$ cat config.mk
export PLATFORM = sky130hd
export DESIGN_NAME = ride_dispatcher_flat
export DESIGN_NICKNAME = d
export VERILOG_FILES = /design/src/rtl/ride_dispatcher_pkg.sv /design/src/rtl/ride_dispatcher_if.sv /design/src/rtl/ride_dispatcher_tick_gen.sv /design/src/rtl/ride_dispatcher.sv /design/src/flat_wrapper.sv
export SDC_FILE = /design/constraint.sdc
export NUM_CORES = 1
export LEC_CHECK = 0
export ABC_AREA = 1
export BUFFER_PORTS_ARGS = -buffer_cell sky130_fd_sc_hd__buf_4
export CORE_UTILIZATION = 45
export DETAILED_ROUTE_END_ITERATION = 12
export PLACE_DENSITY = 0.64
export SLEW_MARGIN = 25
export SYNTH_ARGS = -nofsm -noshare
export SYNTH_HDL_FRONTEND = slang
export SYNTH_HIERARCHICAL = 1
export SYNTH_SLANG_ARGS = --single-unit
$ cat constraint.sdc
create_clock -name CLOCK_50 -period 3.5 [get_ports CLOCK_50]
set_input_delay 0.175 -clock CLOCK_50 [delete_from_list [all_inputs] [get_ports CLOCK_50]]
set_output_delay 0.175 -clock CLOCK_50 [all_outputs]
set_load 0.1 [all_outputs]
$ cat src/rtl/ride_dispatcher_pkg.sv
// Shared definitions for the ride dispatcher: phase encodings and the
// active-low 7-segment glyphs used by the queue counter display.
package ride_dispatcher_pkg;

  typedef enum logic [2:0] {
    ST_IDLE   = 3'd0,
    ST_REQ    = 3'd1,
    ST_BOARD  = 3'd2,
    ST_RIDE   = 3'd3,
    ST_UNLOAD = 3'd4
  } state_t;

  // Index 0 is segment a; a 0 lights the segment.
  localparam logic [0:6] SEG0      = 7'b000_0001;
  localparam logic [0:6] SEG1      = 7'b100_1111;
  localparam logic [0:6] SEG2      = 7'b001_0010;
  localparam logic [0:6] SEG3      = 7'b000_0110;
  localparam logic [0:6] SEG4      = 7'b100_1100;
  localparam logic [0:6] SEG5      = 7'b010_0100;
  localparam logic [0:6] SEG6      = 7'b010_0000;
  localparam logic [0:6] SEG7      = 7'b000_1111;
  localparam logic [0:6] SEG8      = 7'b000_0000;
  localparam logic [0:6] SEG9      = 7'b000_0100;
  localparam logic [0:6] SEG_BLANK = 7'b111_1111;

endpackage

$ cat src/rtl/ride_dispatcher_if.sv
// Handshake between the ride dispatcher (master) and the waiting-queue
// counter (slave) that applies the seat subtraction.
interface ride_dispatcher_if #(
  parameter int Q_W = 5
);
  logic [Q_W-1:0] queue_cnt;
  logic           drive_req;
  logic           drive_ack;

  modport master (
    input  queue_cnt,
    input  drive_ack,
    output drive_req
  );

  modport slave (
    output queue_cnt,
    output drive_ack,
    input  drive_req
  );
endinterface

$ cat src/rtl/ride_dispatcher_tick_gen.sv
// Free-running prescaler; tick pulses for one clock each time the count
// sits at all-ones, and clr restarts the period from zero.
module tick_gen #(
  parameter int TICK_DIV = 24
) (
  input  logic CLOCK_50,
  input  logic RESET_N,
  input  logic clr,
  output logic tick
);

  logic [TICK_DIV-1:0] cnt;

  always_ff @(posedge CLOCK_50 or negedge RESET_N) begin
    if (!RESET_N) begin
      cnt <= '0;
    end else if (clr) begin
      cnt <= '0;
    end else begin
      cnt <= cnt + TICK_DIV'(1);
    end
  end

  assign tick = (cnt == '1);

endmodule

$ cat src/rtl/ride_dispatcher.sv
// Ride-side consumer of the waiting queue: requests a full car's worth of
// riders, then runs BOARD -> RIDE -> UNLOAD on prescaled ticks.
//
// state  | meaning
// IDLE   | waiting for enable and a full car in the queue
// REQ    | drive_req held until the queue counter acks
// BOARD  | riders boarding, BOARD_TICKS ticks
// RIDE   | ride running, RIDE_TICKS ticks
// UNLOAD | riders leaving, UNLOAD_TICKS ticks; ride counted on exit
module ride_dispatcher
  import ride_dispatcher_pkg::*;
#(
  parameter int Q_W          = 5,
  parameter int SEAT_CNT     = 8,
  parameter int TICK_DIV     = 24,
  parameter int BOARD_TICKS  = 2,
  parameter int RIDE_TICKS   = 5,
  parameter int UNLOAD_TICKS = 2
) (
  input  logic                CLOCK_50,
  input  logic                RESET_N,
  input  logic                enable,
  ride_dispatcher_if.master   bus,
  output logic                ride_busy,
  output logic [2:0]          state,
  output logic [7:0]          rides_done,
  output logic [0:6]          HEX_PHASE
);

  localparam logic [Q_W-1:0] SEAT_Q    = Q_W'(SEAT_CNT);
  localparam logic [7:0]     BOARD_LD  = 8'(BOARD_TICKS);
  localparam logic [7:0]     RIDE_LD   = 8'(RIDE_TICKS);
  localparam logic [7:0]     UNLOAD_LD = 8'(UNLOAD_TICKS);

  state_t     cur_st;
  state_t     nxt_st;
  logic [7:0] timer;
  logic       tick;
  logic       clr;
  logic       phase_done;

  assign phase_done = tick && (timer == 8'd1);
  // Any phase change restarts the prescaler so each timed phase is exact.
  assign clr        = (nxt_st != cur_st);

  tick_gen #(.TICK_DIV(TICK_DIV)) u_tick_gen (
    .CLOCK_50 (CLOCK_50),
    .RESET_N  (RESET_N),
    .clr      (clr),
    .tick     (tick)
  );

  always_ff @(posedge CLOCK_50 or negedge RESET_N) begin
    if (!RESET_N) begin
      cur_st <= ST_IDLE;
    end else begin
      cur_st <= nxt_st;
    end
  end

  always_comb begin
    nxt_st = cur_st;
    case (cur_st)
      ST_IDLE: begin
        if (enable && (bus.queue_cnt >= SEAT_Q)) nxt_st = ST_REQ;
      end
      ST_REQ: begin
        // An ack in the same cycle as enable dropping still wins.
        if (bus.drive_ack)  nxt_st = ST_BOARD;
        else if (!enable)   nxt_st = ST_IDLE;
      end
      ST_BOARD:  if (phase_done) nxt_st = ST_RIDE;
      ST_RIDE:   if (phase_done) nxt_st = ST_UNLOAD;
      ST_UNLOAD: if (phase_done) nxt_st = ST_IDLE;
      default:   nxt_st = ST_IDLE;
    endcase
  end

  always_ff @(posedge CLOCK_50 or negedge RESET_N) begin
    if (!RESET_N) begin
      timer <= 8'd0;
    end else if (nxt_st != cur_st) begin
      case (nxt_st)
        ST_BOARD:  timer <= BOARD_LD;
        ST_RIDE:   timer <= RIDE_LD;
        ST_UNLOAD: timer <= UNLOAD_LD;
        default:   timer <= 8'd0;
      endcase
    end else if (tick && (timer != 8'd0)) begin
      timer <= timer - 8'd1;
    end
  end

  always_ff @(posedge CLOCK_50 or negedge RESET_N) begin
    if (!RESET_N) begin
      rides_done <= 8'd0;
    end else if ((cur_st == ST_UNLOAD) && (nxt_st == ST_IDLE)) begin
      rides_done <= rides_done + 8'd1;
    end
  end

  assign bus.drive_req = (cur_st == ST_REQ);
  assign ride_busy     = (cur_st == ST_BOARD) || (cur_st == ST_RIDE) ||
                         (cur_st == ST_UNLOAD);
  assign state         = cur_st;

  always_comb begin
    HEX_PHASE = SEG_BLANK;
    case (cur_st)
      ST_IDLE:   HEX_PHASE = SEG0;
      ST_REQ:    HEX_PHASE = SEG1;
      ST_BOARD:  HEX_PHASE = SEG2;
      ST_RIDE:   HEX_PHASE = SEG3;
      ST_UNLOAD: HEX_PHASE = SEG4;
      default:   HEX_PHASE = SEG_BLANK;
    endcase
  end

endmodule

$ cat src/flat_wrapper.sv
// flat-port wrapper written by rule: the top's interface ports become plain ports
module ride_dispatcher_flat import ride_dispatcher_pkg::*;
#(
  parameter int Q_W          = 5,
  parameter int SEAT_CNT     = 8,
  parameter int TICK_DIV     = 24,
  parameter int BOARD_TICKS  = 2,
  parameter int RIDE_TICKS   = 5,
  parameter int UNLOAD_TICKS = 2
)
  (CLOCK_50, RESET_N, enable, ride_busy, state, rides_done, HEX_PHASE, bus_queue_cnt, bus_drive_ack, bus_drive_req);
  ride_dispatcher_if #(.Q_W(Q_W)) bus_i ();
  input  logic CLOCK_50;
  input  logic RESET_N;
  input  logic enable;
  output logic ride_busy;
  output logic [2:0] state;
  output logic [7:0] rides_done;
  output logic [0:6] HEX_PHASE;
  input wire logic [$bits(bus_i.queue_cnt)-1:0] bus_queue_cnt;
  input wire logic [$bits(bus_i.drive_ack)-1:0] bus_drive_ack;
  output wire logic [$bits(bus_i.drive_req)-1:0] bus_drive_req;
  assign bus_i.queue_cnt = bus_queue_cnt;
  assign bus_i.drive_ack = bus_drive_ack;
  assign bus_drive_req = bus_i.drive_req;
  ride_dispatcher #(.Q_W(Q_W), .SEAT_CNT(SEAT_CNT), .TICK_DIV(TICK_DIV), .BOARD_TICKS(BOARD_TICKS), .RIDE_TICKS(RIDE_TICKS), .UNLOAD_TICKS(UNLOAD_TICKS)) u_core (.CLOCK_50(CLOCK_50), .RESET_N(RESET_N), .enable(enable), .bus(bus_i), .ride_busy(ride_busy), .state(state), .rides_done(rides_done), .HEX_PHASE(HEX_PHASE));
endmodule
# Word-level counts from Yosys, hierarchy flattened
# Cells that the tools add are included.
# W data, S select, Z words.
# word_totals
ff_bits,43
word_cells,41
in_bits,9
# op_classes
reduce_logical,11
n_addsub,3
n_lt_le_gt_ge,1
muxes,12
n_eq_ne,10
# op_table
op,n
$pmux W7 S5,1
$add A24 B1 Y24 const B,1
$eq A24 B24 Y1 const B,1
$mux W24,1
$mux W3,6
$mux W8,2
$pmux W3 S5,1
$eq A3 B2 Y1 const B,4
$add A8 B1 Y8 const B,1
$eq A8 B1 Y1 const B,1
$reduce_bool A8 Y1,1
$sub A8 B1 Y8 const B,1
$eq A3 B3 Y1 const B,2
$logic_not A3 Y1,2
$pmux W3 S2,1
$ge A5 B4 Y1 const B,1
$logic_and A1 B1 Y1,4
$eq A3 B1 Y1 const B,1
$ne A3 B3 Y1,1
$logic_or A1 B1 Y1,2
$reduce_bool A2 Y1,1
$reduce_or A2 Y1,1

# Longest topological paths before layout
# Gate-level depths: netlist of run 1.
# logic_depth
depth_word,8
mapped_depth,19

# Modules after synthesis
# Netlist of run 1, hierarchy kept.
# by_module_without_submodules
mod,area_each_um2,instances,cells_per_inst
tick_gen,1383.8,1,173
ride_dispatcher,1193.6,1,151

# Worst setup path after synthesis of run 1
# OpenSTA, ideal clock, no wires.
# synth_timing
path_type,flip-flop to output port
start,register u_core.cur_st[1] (netlist: u_core/state[1])
end,output port ride_busy
arrival_time_ns,4.391
slack_ns,-1.066
required_time_ns,3.325
path_stages_with_launch,3
n_path_buf,0
cell_sequence,dfrtp_1 -> o21ai_0 -> inv_1
# synth_via
elab_chain_len,3
word_cells_on_any_way,5
cone_classes,eq/ne (3); reduce/logical (2)
# synth_rtl
item,line_no,text
from (decl),ride_dispatcher.sv:35,state_t cur_st;
from (signal assigned),ride_dispatcher.sv:57,cur_st <= nxt_st;
$eq A3 B2 Y1,ride_dispatcher.sv:103,assign ride_busy = (cur_st == ST_BOARD) || (cur_st == ST_RIDE) ||
$logic_or A1 B1 Y1,ride_dispatcher.sv:103,
$logic_or A1 B1 Y1 (*),ride_dispatcher.sv:103,
to (decl),flat_wrapper.sv:16,output logic ride_busy;
# Mark *: on every way between the ends. The rest lies on a longest branch, timed or not.

# Final worst setup path of run 1
# layout_timing
start,register u_core.u_tick_gen.cnt[0]
end,register u_core.u_tick_gen.cnt[2]
# layout_via
elab_chain_len,6
word_cells_on_any_way,9
cone_classes,add/sub (1); eq/ne (2); mux (5); reduce/logical (1)
# layout_rtl
item,line_no,text
from (decl),ride_dispatcher_tick_gen.sv:12,logic [TICK_DIV-1:0] cnt;
from (signal assigned),ride_dispatcher_tick_gen.sv:20,cnt <= cnt + TICK_DIV'(1);
$eq A24 B24 Y1 (*),ride_dispatcher_tick_gen.sv:24,assign tick = (cnt == '1);
via u_core.tick,ride_dispatcher.sv:38,logic tick;
$logic_and A1 B1 Y1 (*),ride_dispatcher.sv:42,assign phase_done = tick && (timer == 8'd1);
"$mux W3, on equally long branches","ride_dispatcher.sv:74, ride_dispatcher.sv:72, ride_dispatcher.sv:73",
$pmux W3 S5 (*),ride_dispatcher.sv:63,case (cur_st)
via u_core.nxt_st[0],ride_dispatcher.sv:36,state_t nxt_st;
$ne A3 B3 Y1 (*),ride_dispatcher.sv:44,assign clr = (nxt_st != cur_st);
via u_core.clr,ride_dispatcher.sv:39,logic clr;
$mux W24 (*),ride_dispatcher_tick_gen.sv:17,end else if (clr) begin
# The timed path passes the listed nets; every way through them passes the cells marked *.
# A chain may end at the register's enable or synchronous reset.

==> report_table.html, run 1 <==
<table>
<tr><th>Metric</th><th>Value</th></tr>
<tr><th colspan="2">Timing</th></tr>
<tr><td>Worst slew margin</td><td>0.626</td></tr>
<tr><td>Hold Violations, Final</td><td>0</td></tr>
<tr><td>Maximum clock skew at final layout</td><td>6.98 ps</td></tr>
<tr><td>Setup tns final</td><td>0 ps</td></tr>
<tr><td>Unrepaired setup endpoints after global routing</td><td>no</td></tr>
<tr><td>Fin crit share</td><td>0.813</td></tr>
<tr><td>Slew Limit Fails</td><td>0</td></tr>
<tr><td>Transition time at the pin with the least slew margin</td><td>561 ps</td></tr>
<tr><td>Number of setup violations in the final report</td><td>0</td></tr>
<tr><td>Maximum clock rate</td><td>351 MHz</td></tr>
<tr><td>Time the worst path needs with I/O delays and setup</td><td>2850 ps</td></tr>
<tr><th colspan="2">Worst setup path</th></tr>
<tr><td>Crit. Startpoint</td><td>u_core/u_tick_gen/cnt[0]</td></tr>
<tr><td>Maximum fanout along the worst path</td><td>13</td></tr>
<tr><td>Critical Path Sink Type</td><td>flop</td></tr>
<tr><td>Crit path arrival time</td><td>3080 ps</td></tr>
<tr><td>Required time of the worst setup path</td><td>3730 ps</td></tr>
<tr><td>Launching point of the worst reg2reg path</td><td>u_core/u_tick_gen/cnt[0]</td></tr>
<tr><td>Type of element launching the critical path</td><td>flop</td></tr>
<tr><td>Type of the setup path with the least slack</td><td>flop to flop</td></tr>
<tr><th colspan="2">Detailed routing</th></tr>
<tr><td>DR DRC count</td><td>0</td></tr>
<tr><td>Routed len/inst</td><td>11.2 microns</td></tr>
<tr><td>Antenna violation net count after detailed routing</td><td>0</td></tr>
<tr><td>Initial DRC count</td><td>73</td></tr>
<tr><td>Post-detailed-route via-to-cell ratio</td><td>4.78</td></tr>
<tr><td>Post-detailed-routing wire length</td><td>4810 microns</td></tr>
<tr><td>Total number of vias</td><td>2045</td></tr>
<tr><td>Number of search-and-repair iterations in the first detailed-routing pass</td><td>4</td></tr>
<tr><th colspan="2">Clocking</th></tr>
<tr><td>Clock buffers created by TritonCTS</td><td>5</td></tr>
<tr><td>Root buffer selected by CTS</td><td>clkbuf_8</td></tr>
<tr><td>Number of buffers added for setup after CTS</td><td>0</td></tr>
<tr><td>CTS H-tree lvls</td><td>2</td></tr>
<tr><td>Clock slew seen by the registers of the worst setup and hold paths</td><td>90 ps</td></tr>
<tr><td>Worst-Skew Late Latency</td><td>300 ps</td></tr>
<tr><td>TritonCTS Sinks</td><td>43</td></tr>
<tr><td>TritonCTS clock tree</td><td>built</td></tr>
<tr><td>Maximum number of buffers from clock root to sink</td><td>2</td></tr>
<tr><td>Resized Gates After CTS</td><td>0</td></tr>
<tr><th colspan="2">Logic synthesis</th></tr>
<tr><td>Average cell area after synthesis</td><td>7.96 sq um</td></tr>
<tr><td>Portion of synthesized cell area occupied by the leading cell type</td><td>0.417</td></tr>
<tr><td>Share of synthesized cell area in full adder, half adder and majority cells</td><td>0.0243</td></tr>
<tr><td>Top cell type by total area after synthesis</td><td>dfrtp_1</td></tr>
<tr><td>Flip-flop and latch count after synthesis</td><td>43</td></tr>
<tr><td>Dominant cells by area after synthesis</td><td>dfrtp_1 42%, nand2_1 11%, nor2_1 6.8%</td></tr>
<tr><td>Mux cell area share after synthesis</td><td>0.00437</td></tr>
<tr><td>Dominant combinational cell family by area after synthesis</td><td>simple AND/OR/NAND/NOR gates</td></tr>
<tr><td>Share of synthesized cell area in and, or, nand and nor gates</td><td>0.381</td></tr>
<tr><td>Netlist Area Pre-Place</td><td>2580 sq um</td></tr>
<tr><td>Sequential area share after synthesis</td><td>0.417</td></tr>
<tr><td>Post-synthesis compound-gate area fraction</td><td>0.0578</td></tr>
<tr><td>Number of different library cells in the post-synthesis netlist</td><td>27</td></tr>
<tr><td>Total number of yosys warnings</td><td>6</td></tr>
<tr><td>Mapped Cells</td><td>324</td></tr>
<tr><td>Xor and xnor fraction of the mapped netlist area</td><td>0.0442</td></tr>
<tr><td>Net count after synthesis</td><td>338</td></tr>
<tr><th colspan="2">Final layout</th></tr>
<tr><td>Leading cell types in the layout, fill and taps excluded</td><td>73 x nand2_1, 47 x nor2_1, 43 x dfrtp_1, 36 x inv_1, 26 x buf_4</td></tr>
<tr><td>Most frequent standard cell in the layout excluding fill and tap cells</td><td>nand2_1</td></tr>
<tr><td>ANT cells</td><td>0</td></tr>
<tr><td>Signed area change from the synthesized netlist to the final layout</td><td>14.5%</td></tr>
<tr><td>Share of post-route cells with drive strength above 1</td><td>0.228</td></tr>
<tr><td>Final design area excluding fillers</td><td>2950 sq um</td></tr>
<tr><td>Final-stage net count</td><td>369</td></tr>
<tr><th colspan="2">Die</th></tr>
<tr><td>Die span in x</td><td>77.7 microns</td></tr>
<tr><td>Die Area</td><td>6030 sq um</td></tr>
<tr><td>Boundary Pins</td><td>29</td></tr>
<tr><td>Area of the core</td><td>5510 sq um</td></tr>
<tr><td>Site Rows</td><td>27</td></tr>
<tr><td>Vertical die dimension</td><td>77.7 microns</td></tr>
<tr><td>Starting density of the core</td><td>0.468</td></tr>
<tr><th colspan="2">Min path</th></tr>
<tr><td>Startpoint of the tightest hold check path</td><td>enable</td></tr>
<tr><td>Hold/Removal Path Class</td><td>input port to flop</td></tr>
<tr><th colspan="2">Placed design</th></tr>
<tr><td>Detailed-placement wirelength estimate</td><td>3570 microns</td></tr>
<tr><td>Number of I/O port buffers</td><td>25</td></tr>
<tr><td>Placed Area</td><td>2850 sq um</td></tr>
<tr><td>Placer Congestion</td><td>0.761</td></tr>
<tr><th colspan="2">Run status</th></tr>
<tr><td>Result of the run</td><td>finished clean</td></tr>
<tr><th colspan="2">Flow run</th></tr>
<tr><td># Max-Cap Violations</td><td>0</td></tr>
<tr><th colspan="2">GRT</th></tr>
<tr><td>Largest net degree at the start of global routing</td><td>44</td></tr>
<tr><td>Gr ovfl total</td><td>0</td></tr>
<tr><td>All-Layer GR Usage</td><td>0.184</td></tr>
<tr><td>Wire length of the first global-routing pass</td><td>8630 microns</td></tr>
<tr><td>Via count of the first global-routing pass</td><td>1948</td></tr>
<tr><td>Number of antenna violations at the first check in global routing</td><td>0</td></tr>
<tr><th colspan="2">Power and ir drop</th></tr>
<tr><td>Overall power of the completed layout</td><td>0.847 mW</td></tr>
<tr><td>Power density over the cells</td><td>287 nW/um^2</td></tr>
<tr><td>Worst vdd rail ir drop</td><td>0.160 mV</td></tr>
<tr><td>Leakage power total</td><td>1.59 nW</td></tr>
</table>
critical path: stages (launching register included):
cell     delay, ps
dfrtp_1        380
ha_1           200
nand2_2        100
nor2_8         160
nand2_4         90
nor2_4         110
nand3_1        100
nor2_1         210
nand2_1        100
nor2_2         180
nand3_1        190
nand3_2        150
nand2_2         70
nand2_4         90
nand2_4         50
inv_1          310
o21ai_0        150
a21oi_1        130
cell type report:
| cell class | count | area [sq um] |
|---|---|---|
| inverter | 44 | 165 |
| clock inverter | 3 | 23.8 |
| clock buffer | 5 | 68.8 |
| timing repair buffer | 27 | 205 |
| sequential | 43 | 1080 |
| multi-input combinational | 234 | 1320 |
| tap | 72 | 90.1 |
| fill | 554 | 2560 |
cells by family after synthesis:
kind of cell    after synthesis
compound gates               28
xor+xnor                     13
fa+ha+maj                     5
buf+inv                      47
flops                        43
mux                           1
simple gates                187
power by group:
part	switching, mW	total (mW)	internal (mW)
clock network	0.192	0.335	0.143
registers	0	0.496	0.496
logic	0.0112	0.0158	0.00463
total	0.203	0.847	0.644
per-stage QoR:
stage / setup WS [ps] / utilization / instances / hold slack [ps]
floorplan: 39.0 / - / 324 / -121
global placement: 713 / 0.517 / 419 / 207
detailed placement: 664 / 0.517 / 419 / 210
CTS: 636 / 0.536 / 428 / 134
global route: 252 / 0.536 / 428 / 153
finish: 653 / 0.536 / 428 / 144
Yosys cell counts (all sizes together):
cell type,count
o21ai,11
buf,2
or2,2
inv,44
nand2,85
o21bai,1
a21oi,15
dfrtp,43
a21boi,1
xnor2,4
nand4,11
nor2,65
ha,5
nand3,21
nand3b,1
nor3,2
xor2,9
clkbuf,1
mux2,1
flip-flops by register name (all words and copies together), names as in the netlist:
name / count
u_core/state: 3
u_core/timer: 8
u_core/u_tick_gen/cnt: 24
u_core/rides_done: 8
final timing paths:
check / endpoint / slack [ps] / cells after the start
max: u_core/u_tick_gen/cnt[2] / 650 / 17
min: u_core/state[0] / 140 / 3
max reg2reg: u_core/u_tick_gen/cnt[2] / 650 / 17
min reg2reg: u_core/u_tick_gen/cnt[0] / 460 / 1
max in group asynchronous: u_core/u_tick_gen/cnt[13] / 2710 / 2
min in group asynchronous: u_core/timer[1] / 380 / 2
metal layers:
layer | track usage | routed length [microns]
met3 | 0.0365 | 156
met2 | 0.314 | 2320
met1 | 0.228 | 2250
met4 | 0.0679 | 76
met5 | 0 | 0
repair_timing:
item | CTS | global route
hold endpoints to repair | 43 | 0
setup endpoints to repair | 0 | 0
hold buffers | 1 | 0
Note: power is estimated with default switching activity, not from simulation.
==> inputs of run 2 (changes only) <==
clock period = 3 ns   (was 3.5 ns; I/O delays follow)
==> run 2 against run 1 <==
Compared with the run above: final cell count unchanged; critical path depth shrank 1; register-to-register slack got worse by 320 ps; wire length grew 1.3%; setup slack worse by 320 ps; worst hold slack got worse by 22 ps; maximum frequency rose by 6.8%; largest cell class unchanged.
==> report_table.html, run 2 (synthesis results as in run 1) <==
<table>
<tr><th>Metric</th><th>Value</th></tr>
<tr><th colspan="2">Clocking</th></tr>
<tr><td>Clock buffers created by TritonCTS</td><td>5 (unchanged)</td></tr>
<tr><td>Root buffer selected by CTS</td><td>clkbuf_8 (unchanged)</td></tr>
<tr><td>TritonCTS Sinks</td><td>43 (unchanged)</td></tr>
<tr><td>TritonCTS clock tree</td><td>built (unchanged)</td></tr>
<tr><td>Worst-Skew Late Latency</td><td>300 ps (about the same)</td></tr>
<tr><td>Number of buffers added for setup after CTS</td><td>0 (unchanged)</td></tr>
<tr><td>CTS H-tree lvls</td><td>2 (unchanged)</td></tr>
<tr><td>Clock slew seen by the registers of the worst setup and hold paths</td><td>80 ps (was 90 ps)</td></tr>
<tr><td>Maximum number of buffers from clock root to sink</td><td>2 (unchanged)</td></tr>
<tr><th colspan="2">Die</th></tr>
<tr><td>Area of the core</td><td>5510 sq um (unchanged)</td></tr>
<tr><td>Starting density of the core</td><td>0.468 (unchanged)</td></tr>
<tr><td>Die span in x</td><td>77.7 microns (unchanged)</td></tr>
<tr><td>Die Area</td><td>6030 sq um (unchanged)</td></tr>
<tr><td>Vertical die dimension</td><td>77.7 microns (unchanged)</td></tr>
<tr><td>Site Rows</td><td>27 (unchanged)</td></tr>
<tr><td>Boundary Pins</td><td>29 (unchanged)</td></tr>
<tr><th colspan="2">Final layout</th></tr>
<tr><td>Most frequent standard cell in the layout excluding fill and tap cells</td><td>nand2_1 (unchanged)</td></tr>
<tr><td>Final instance count without filler cells</td><td>428 (unchanged)</td></tr>
<tr><td>Filler Cells Inserted</td><td>544 (was 554)</td></tr>
<tr><td>Final-stage net count</td><td>369 (unchanged)</td></tr>
<tr><td>Share of post-route cells with drive strength above 1</td><td>0.233 (was 0.228)</td></tr>
<tr><td>Final design area excluding fillers</td><td>2980 sq um (was 2950 sq um)</td></tr>
<tr><td>Signed area change from the synthesized netlist to the final layout</td><td>15.5% (was 14.5%)</td></tr>
<tr><td>Area used by multi-input combinational logic</td><td>1320 sq um (about the same)</td></tr>
<tr><td>Leading cell types in the layout, fill and taps excluded</td><td>73 x nand2_1, 46 x nor2_1, 43 x dfrtp_1, 35 x inv_1, 26 x buf_4 (was 73 x nand2_1, 47 x nor2_1, 43 x dfrtp_1, 36 x inv_1, 26 x buf_4)</td></tr>
<tr><td>Register with the most flip-flops</td><td>u_core/u_tick_gen/cnt (unchanged)</td></tr>
<tr><td>Sequential cell area in the final layout</td><td>1080 sq um (unchanged)</td></tr>
<tr><td>Regs by FF count</td><td>u_core/u_tick_gen/cnt (24), u_core/rides_done (8), u_core/timer (8) (unchanged)</td></tr>
<tr><td>Number of flip-flops under the largest register name</td><td>24 (unchanged)</td></tr>
<tr><td>ANT cells</td><td>0 (unchanged)</td></tr>
<tr><th colspan="2">Detailed routing</th></tr>
<tr><td>Number of search-and-repair iterations in the first detailed-routing pass</td><td>4 (unchanged)</td></tr>
<tr><td>Initial DRC count</td><td>36 (was 73)</td></tr>
<tr><td>Post-detailed-route via-to-cell ratio</td><td>4.86 (was 4.78)</td></tr>
<tr><td>Total number of vias</td><td>2081 (was 2045)</td></tr>
<tr><td>Antenna violation net count after detailed routing</td><td>0 (unchanged)</td></tr>
<tr><td>Post-detailed-routing wire length</td><td>4870 microns (was 4810 microns)</td></tr>
<tr><td>Routed len/inst</td><td>11.4 microns (was 11.2 microns)</td></tr>
<tr><td>DR DRC count</td><td>0 (unchanged)</td></tr>
<tr><th colspan="2">Timing</th></tr>
<tr><td>Number of setup violations in the final report</td><td>0 (unchanged)</td></tr>
<tr><td>Slew Limit Fails</td><td>0 (unchanged)</td></tr>
<tr><td>Hold Violations, Final</td><td>0 (unchanged)</td></tr>
<tr><td>Transition time at the pin with the least slew margin</td><td>541 ps (was 561 ps)</td></tr>
<tr><td>Maximum clock skew at final layout</td><td>8.23 ps (was 6.98 ps)</td></tr>
<tr><td>Unrepaired setup endpoints after global routing</td><td>no (unchanged)</td></tr>
<tr><td>Worst slew margin</td><td>0.639 (was 0.626)</td></tr>
<tr><td>Setup tns final</td><td>0 ps (unchanged)</td></tr>
<tr><td>Maximum clock rate</td><td>375 MHz (was 351 MHz)</td></tr>
<tr><td>Final worst slack</td><td>334 ps (was 653 ps)</td></tr>
<tr><td>Fin crit share</td><td>0.889 (was 0.813)</td></tr>
<tr><td>Time the worst path needs with I/O delays and setup</td><td>2670 ps (was 2850 ps)</td></tr>
<tr><th colspan="2">Worst setup path</th></tr>
<tr><td>Type of element launching the critical path</td><td>flop (unchanged)</td></tr>
<tr><td>Most frequent cell on the critical path</td><td>nand2_4 (unchanged)</td></tr>
<tr><td>Largest delay share family, worst path</td><td>simple AND/OR/NAND/NOR gates (unchanged)</td></tr>
<tr><td>Cell-by-cell listing of the critical path</td><td>ha_1 -&gt; nand2_2 -&gt; nor2_8 -&gt; nand2_4 -&gt; nor2_4 -&gt; nand3_1 -&gt; nor2_1 -&gt; nand2_1 -&gt; nor2_2 -&gt; nand3_1 -&gt; nand4_1 -&gt; nand2_4 -&gt; nand2_4 -&gt; clkinvlp_4 -&gt; o21ai_0 -&gt; a21oi_1 (was ha_1 -&gt; nand2_2 -&gt; nor2_8 -&gt; nand2_4 -&gt; nor2_4 -&gt; nand3_1 -&gt; nor2_1 -&gt; nand2_1 -&gt; nor2_2 -&gt; nand3_1 -&gt; nand3_2 -&gt; nand2_2 -&gt; nand2_4 -&gt; nand2_4 -&gt; inv_1 -&gt; o21ai_0 -&gt; a21oi_1)</td></tr>
<tr><td>Critical Path Sink Type</td><td>flop (unchanged)</td></tr>
<tr><td>Required time of the worst setup path</td><td>3180 ps (was 3730 ps)</td></tr>
<tr><td>Type of the setup path with the least slack</td><td>flop to flop (unchanged)</td></tr>
<tr><td>Crit path arrival time</td><td>2850 ps (was 3080 ps)</td></tr>
<tr><td>Crit path buffers/inverters</td><td>1 (unchanged)</td></tr>
<tr><td>Slowest library cell on the worst path</td><td>dfrtp_1 (unchanged)</td></tr>
<tr><td>Largest incremental delay on the critical path</td><td>380 ps (about the same)</td></tr>
<tr><td>Maximum fanout along the worst path</td><td>13 (unchanged)</td></tr>
<tr><th colspan="2">GRT</th></tr>
<tr><td>Number of antenna violations at the first check in global routing</td><td>0 (unchanged)</td></tr>
<tr><td>Gr ovfl total</td><td>0 (unchanged)</td></tr>
<tr><td>All-Layer GR Usage</td><td>0.180 (was 0.184)</td></tr>
<tr><td>Largest net degree at the start of global routing</td><td>44 (unchanged)</td></tr>
<tr><td>Via count of the first global-routing pass</td><td>1905 (was 1948)</td></tr>
<tr><td>Wire length of the first global-routing pass</td><td>8520 microns (was 8630 microns)</td></tr>
<tr><th colspan="2">Min path</th></tr>
<tr><td>Hold/Removal Path Class</td><td>input port to flop (unchanged)</td></tr>
<tr><th colspan="2">Placed design</th></tr>
<tr><td>Pre-CTS setup slack</td><td>185 ps (was 664 ps)</td></tr>
<tr><td>Inst Count DP</td><td>419 (unchanged)</td></tr>
<tr><td>Number of I/O port buffers</td><td>25 (unchanged)</td></tr>
<tr><td>Detailed-placement wirelength estimate</td><td>3550 microns (was 3570 microns)</td></tr>
<tr><td>Placer Congestion</td><td>0.788 (was 0.761)</td></tr>
<tr><td>Placed Area</td><td>2850 sq um (about the same)</td></tr>
<tr><th colspan="2">Power and ir drop</th></tr>
<tr><td>Leakage power total</td><td>1.61 nW (was 1.59 nW)</td></tr>
<tr><td>Worst vdd rail ir drop</td><td>0.238 mV (was 0.160 mV)</td></tr>
<tr><td>Power density over the cells</td><td>353 nW/um^2 (was 287 nW/um^2)</td></tr>
<tr><th colspan="2">Flow run</th></tr>
<tr><td># Max-Cap Violations</td><td>0 (unchanged)</td></tr>
<tr><th colspan="2">Run status</th></tr>
<tr><td>Result of the run</td><td>finished clean (unchanged)</td></tr>
</table>
-- run 2: cell types whose count changed in the layout (fill, tap and decap cells not counted) --
| cell | delta |
|---|---|
| bufinv_16 | +1 |
| clkinv_2 | +1 |
| clkinv_4 | +1 |
| clkinvlp_4 | -1 |
| inv_1 | -1 |
| inv_6 | -1 |
| nor2_1 | -1 |
| nor2_2 | +1 |
-- run 2: where the power goes --
group	total (mW)	switching, mW	internal, mW	leakage, nW
clock	0.455	0.207	0.248	0.0581
combinational	0.0178	0.0124	0.00539	0.988
sequential	0.579	0	0.579	0.560
-- run 2: final cells by class --
| cell class | instances | share of cell area |
|---|---|---|
| flip-flops and latches | 43 | 0.361 |
| inverters | 44 | 0.0567 |
| repair buffers | 27 | 0.0689 |
| clock inverters | 3 | 0.0147 |
| clock buffers | 5 | 0.0231 |
| multi-input cells | 234 | 0.445 |
| well taps | 72 | 0.0303 |
-- run 2: worst reg2reg max path, stage by stage (launching register included) --
cell	delay, ps
dfrtp_1	380
ha_1	210
nand2_2	100
nor2_8	160
nand2_4	90
nor2_4	110
nand3_1	90
nor2_1	170
nand2_1	90
nor2_2	170
nand3_1	190
nand4_1	190
nand2_4	90
nand2_4	70
clkinvlp_4	230
o21ai_0	160
a21oi_1	50
-- run 2: routing by layer --
layer  track usage  share of wire
met5             0              0
met4        0.0623          0.016
met2         0.309           0.48
met3        0.0341          0.035
met1         0.226           0.47
-- run 2: metrics by stage --
step	hold slack [ps]	power (mW)	util
after floorplan	-146	0.592	-
after global routing	136	1.09	0.541
after global placement	177	0.608	0.518
after CTS	114	1.07	0.540
final	122	1.05	0.541
after detailed placement	182	0.609	0.518
-- run 2: what timing repair did --
item / in CTS / in global routing
hold buffers: 1 / 0
setup endpoints to repair: 0 / 4
endpoints found under the hold margin: 43 / 0
resized for setup: 0 / 1
-- run 2: worst paths after layout --
path / start / end / slack (ps) / cells past startpoint
max: u_core/u_tick_gen/cnt[0] / u_core/u_tick_gen/cnt[2] / 330 / 16
min: enable / u_core/state[0] / 120 / 3
max reg2reg: u_core/u_tick_gen/cnt[0] / u_core/u_tick_gen/cnt[2] / 330 / 16
min reg2reg: u_core/u_tick_gen/cnt[0] / u_core/u_tick_gen/cnt[0] / 460 / 1
max in group asynchronous: RESET_N / u_core/timer[2] / 2250 / 2
min in group asynchronous: RESET_N / u_core/u_tick_gen/cnt[1] / 370 / 2
